`src/rtl/mac_pkg.sv`:
```
// Shared types and defaults for the MAC operand path.
package mac_pkg;

  typedef enum logic {IDLE = 1'b0, BURST = 1'b1} loader_state_e;

  localparam int MAC_WIDTH_DEF = 32;
  localparam int MAC_TAPS_DEF  = 4;

  // Index width for n entries; at least one bit so single-entry ports stay legal.
  function automatic int clog2(input int n);
    int r;
    r = 0;
    while ((1 << r) < n) r++;
    return (r < 1) ? 1 : r;
  endfunction

endpackage

```
`src/rtl/mac_tap_delay_line.sv`:
```
// TAPS-deep sample delay line: d[0] is the newest sample; indexed combinational read.
module mac_tap_delay_line
  import mac_pkg::*;
#(
  parameter int WIDTH = MAC_WIDTH_DEF,
  parameter int TAPS  = MAC_TAPS_DEF
) (
  input  logic                     clk,
  input  logic                     rst_n,
  input  logic                     shift_en,
  input  logic [WIDTH-1:0]         din,
  input  logic [clog2(TAPS)-1:0]   rd_idx,
  output logic [WIDTH-1:0]         rd_data
);

  logic [TAPS-1:0][WIDTH-1:0] d;

  always_ff @(posedge clk or negedge rst_n) begin
    if (!rst_n)        d <= '0;
    else if (shift_en) d <= {d[TAPS-2:0], din};
  end

  assign rd_data = d[rd_idx];

endmodule

```
`src/rtl/mac_tap_loader.sv`:
```
// Feeds TAPS {signal, coeff} pairs per accepted sample into the MAC operand FIFO pair.
// Optional MAC_TAP_LOADER_SKIPZERO_EN: taps whose coefficient is zero are skipped.
module mac_tap_loader
  import mac_pkg::*;
#(
  parameter int WIDTH = MAC_WIDTH_DEF,
  parameter int TAPS  = MAC_TAPS_DEF
) (
  input  logic                   clk,
  input  logic                   rst_n,
  input  logic                   cfg_we,
  input  logic [clog2(TAPS)-1:0] cfg_addr,
  input  logic [WIDTH-1:0]       cfg_data,
  output logic                   cfg_err,
  input  logic                   sample_valid,
  input  logic [WIDTH-1:0]       sample_data,
  output logic                   sample_ready,
  input  logic                   fifo_full,
  output logic                   push,
  output logic [WIDTH-1:0]       signal_data,
  output logic [WIDTH-1:0]       coeff_data,
  output logic                   frame_done
);

  localparam int            AW   = clog2(TAPS);
  localparam logic [AW-1:0] LAST = AW'(TAPS - 1);

  loader_state_e              state, state_nxt;
  logic [AW-1:0]              tap_idx;
  logic [TAPS-1:0][WIDTH-1:0] coef;
  logic                       accept, adv, skip, last, addr_ok, cfg_ok;
  logic [31:0]                addr_ext;

  assign accept = sample_valid && sample_ready;
  assign last   = (tap_idx == LAST);

  // Widen before comparing so non-power-of-two TAPS range checks stay meaningful.
  assign addr_ext = 32'(cfg_addr);
  assign addr_ok  = (addr_ext < 32'(TAPS));
  assign cfg_ok   = cfg_we && (state == IDLE) && addr_ok;

  mac_tap_delay_line #(.WIDTH(WIDTH), .TAPS(TAPS)) u_dly (
    .clk      (clk),
    .rst_n    (rst_n),
    .shift_en (accept),
    .din      (sample_data),
    .rd_idx   (tap_idx),
    .rd_data  (signal_data)
  );

  assign coeff_data = coef[tap_idx];

`ifdef MAC_TAP_LOADER_SKIPZERO_EN
  assign skip = (coeff_data == '0);
`else
  assign skip = 1'b0;
`endif

  always_ff @(posedge clk or negedge rst_n) begin
    if (!rst_n) state <= IDLE;
    else        state <= state_nxt;
  end

  always_comb begin
    state_nxt = state;
    case (state)
      IDLE:    if (accept)      state_nxt = BURST;
      BURST:   if (adv && last) state_nxt = IDLE;
      default:                  state_nxt = IDLE;
    endcase
  end

  // A skipped tap advances even under fifo_full since nothing is written.
  always_comb begin
    sample_ready = 1'b0;
    push         = 1'b0;
    adv          = 1'b0;
    case (state)
      IDLE:  sample_ready = 1'b1;
      BURST: begin
        push = !skip && !fifo_full;
        adv  = push || skip;
      end
      default: ;
    endcase
  end

  always_ff @(posedge clk or negedge rst_n) begin
    if (!rst_n)             tap_idx <= '0;
    else if (accept)        tap_idx <= '0;
    else if (adv && !last)  tap_idx <= tap_idx + AW'(1);
  end

  always_ff @(posedge clk or negedge rst_n) begin
    if (!rst_n)      coef <= '0;
    else if (cfg_ok) coef[cfg_addr] <= cfg_data;
  end

  always_ff @(posedge clk or negedge rst_n) begin
    if (!rst_n) begin
      frame_done <= 1'b0;
      cfg_err    <= 1'b0;
    end else begin
      frame_done <= adv && last;
      cfg_err    <= cfg_we && !cfg_ok;
    end
  end

endmodule

```
`config.mk`:
```
export PLATFORM = sky130hd
export DESIGN_NAME = mac_tap_loader
export DESIGN_NICKNAME = d
export VERILOG_FILES = /design/src/rtl/mac_pkg.sv /design/src/rtl/mac_tap_delay_line.sv /design/src/rtl/mac_tap_loader.sv
export SDC_FILE = /design/constraint.sdc
export NUM_CORES = 1
export LEC_CHECK = 0
export BUFFER_PORTS_ARGS = -buffer_cell sky130_fd_sc_hd__buf_4
export CAP_MARGIN = 10
export CORE_MARGIN = 2
export CORE_UTILIZATION = 51
export CTS_BUF_LIST = sky130_fd_sc_hd__clkbuf_2
export CTS_CLUSTER_DIAMETER = 120
export CTS_CLUSTER_SIZE = 30
export DETAILED_ROUTE_END_ITERATION = 10
export PLACE_DENSITY = 0.71
export SLEW_MARGIN = 20
export SYNTH_ARGS = -nofsm -noshare
export SYNTH_HDL_FRONTEND = slang
export SYNTH_SLANG_ARGS = --single-unit
```
`constraint.sdc`:
```
create_clock -name clk -period 2 [get_ports clk]
set_input_delay 0.4 -clock clk [delete_from_list [all_inputs] [get_ports clk]]
set_output_delay 0.4 -clock clk [all_outputs]
set_load 0.1 [all_outputs]
```
==> metrics <==
IO Pins=139; Skew-Pair Late Insertion Delay=0.85 ns; Worst Hold Class=in2reg; max incr delay on CP=between 0.5 and 0.6 ns; WL per Instance=20.5 µm; CTS tree=done; cell taking the most area after synthesis=dfrtp_1; sequential-to-total area share from yosys stat=56.0%; Post-Route WL=about 24 mm; ys flop type=dfrtp_1; core region area=22,600 µm²; DRC viols=0; # setup viols final=66; FFs w/ async S/R, synth=100%; met2 GRT Util=approximately a third; Max-Cap Viols=0; Worst Path Arrival=2.46 ns; Post-DP HPWL=14.8 mm; YS warnings=0; Clock Sinks=roughly 260; Synth cell types=24; max_slew headroom=65.6%; row cnt=between 50 and 60; die width=approximately 160 µm; Tcrit/Tclk final=143%; syn_area_per_cell=between 15 and 20 µm²; Final Worst Setup Slack=-0.859 ns; met1 Use GR=a little over a quarter; GRT overflow=0; DR pass1 iterations=4; final setup TNS=-52.36 ns; grt peak-use layer=met2; minimum clock period=2.86 ns; slowest cell on the critical path=dfrtp_4; Post-Syn Area=about 12,000 µm²; Post-Syn Nets=716; vias in the first global route=7,150; Clock Pin Slew Worst Setup and Hold Paths=0.50 ns; Post-synth EDFFs=0; FF+latch count, synth=261; DRT antenna net count=0; Initial Util=between 50% and 60%; commonest cells in the netlist=dfrtp_1, mux2_2, mux4_2, mux2_4, buf_4; CTS Buf Count=12; f_max=350 MHz; Critical Path RT=1.60 ns; Worst setup SP type=register; failing checks=negative setup slack; P&R area growth vs syn=23.8%; Post-Synthesis Cells=644; Area contributors post-synth=dfrtp_1, mux2_2, mux4_2; Setup Crit Path Kind=reg2out; family with the most delay on the worst path=flip-flops; Die Ht=155 µm; RSZ-0062 raised after global routing=yes; largest net degree at the start of global routing=90; top-count cell post-synth=dfrtp_1; Die Area=about 24,000 µm²; Slew Limit Fails=0; DRT iter0 DRCs=300; worst-margin pin slew=0.515 ns; Cell Chain, Critical Path=buf_4 -> buf_12 -> mux4_2 -> buf_8; Clock Path Buffers=3; outcome=finished, violations left; via density per instance=around 5.6; CP endpoint kind=primary output; nets@finish=929; clk root buf=clkbuf_2; GR Util met3=3.62%; final hold violations=0; count of input and output buffers=138; fraction of layout cells with a size suffix above 1=about three fifths; via count=6,387; gp weighted congestion=about 0.77; Layout Skew=0.0660 ns; initial antenna violation count=1; Worst Path Buf+Inv=3; Yosys top cell area share=a little under three fifths; H-tree levels=1; global-route wire length before repair=38.4 mm; GRT Overall Usage=about 20%; Max FO, Critical Path=9
final timing paths:
kind / startpoint / endpoint / slack, ns / depth (start not counted)
max in group asynchronous: rst_n / u_dly.d[77] / 0.93 / 4
worst min-delay path: cfg_addr[0] / coef[111] / 0.14 / 3
worst max-delay path: tap_idx[0] / coeff_data[22] / -0.86 / 4
worst min register to register: u_dly.d[79] / u_dly.d[111] / 0.50 / 1
worst max register to register: tap_idx[0] / tap_idx[0] / 0.11 / 6
min in group asynchronous: rst_n / coef[3] / 0.59 / 4
sequential cells by signal (all words and copies together), names as in the netlist:
signal      flops
tap_idx         2
frame_done      1
state           1
cfg_err         1
u_dly.d       128
coef          128
final cells by class:
| cell class | instances | area (µm²) |
|---|---|---|
| Clock buffer | 14 | 70.1 |
| Sequential cell | 261 | 6540 |
| Inverter | 2 | 10.0 |
| Fill cell | 1579 | 8140 |
| Tap cell | 285 | 357 |
| Timing Repair Buffer | 243 | 2670 |
| Multi-Input combinational cell | 337 | 4770 |
| Clock inverter | 1 | 11.3 |
| Antenna cell | 3 | 7.51 |
kinds of logic (layout without fill, tap and decap cells):
kind of cell             count (synthesis)  count (layout)  share of synthesized area [%]
adder cells (fa/ha/maj)                  1               1                          0.107
multiplexers                           320             320                           39.0
AND/OR/NAND/NOR                         12              12                           1.04
flip-flops                             261             261                           56.0
other                                    0               3                              0
buffers and inverters                   46             260                           3.53
AO/OA/AOI/OAI                            4               4                          0.300
cells in the final DEF (no fill, tap or decap):
cell type / n
dfrtp_1: 258
mux2_2: 194
buf_4: 81
dlygate4sd3_1: 69
mux4_2: 64
mux2_4: 60
buf_6: 56
buf_12: 28
clkbuf_2: 14
buf_8: 5
diode_2: 3
buf_16: 3
nor2_1: 2
mux2_1: 2
nor4bb_4: 2
dfrtp_2: 2
inv_4: 1
nor2_4: 1
and3b_1: 1
and2_2: 1
nand2b_4: 1
inv_1: 1
o211ai_1: 1
or4b_1: 1
o311ai_1: 1
nor4b_4: 1
nand4b_4: 1
nor4bb_1: 1
o211a_1: 1
a211o_1: 1
ha_2: 1
inv_8: 1
clkbuf_16: 1
dfrtp_4: 1
metrics by stage:
step | std cells | hold WS (ns) | area (µm²) | util (%) | worst slack [ns]
2_1_floorplan | 644 | 0.104 | 11700 | - | -0.0437
3_3_place_gp | 1045 | 0.309 | 13000 | 57.8 | 0.0651
3_5_place_dp | 1045 | 0.311 | 13000 | 57.8 | 0.0566
4_1_cts | 1142 | 0.0646 | 14400 | 63.6 | -0.992
5_1_grt | 1146 | 0.0307 | 14400 | 63.9 | -1.09
6_report | 1146 | 0.139 | 14400 | 63.9 | -0.859
routing by layer:
metal	vias to the layer above	wire length (µm)
li1	2827	-
met1	3408	10200
met2	133	11900
met3	19	1010
met4	0	325
met5	-	0
worst register-to-register path, delay by kind of cell (launching register included):
| kind | cells | cell delay (ns) |
|---|---|---|
| compound gates | 1 | 0.10 |
| fa+ha+maj | 1 | 0.20 |
| buf+inv | 3 | 0.45 |
| flops | 1 | 0.62 |
| simple gates | 1 | 0.48 |
what timing repair did:
action	CTS	global route
endpoints found under the hold margin	426	0
endpoints found under the setup margin	68	69
hold buffers	70	0
buffers inserted	10	1
cloned	4	1
gates resized for setup	97	15
Power is left out: the tool's default activity adds up to more than one toggle a clock period on the data nets, which glitch-free logic cannot reach.
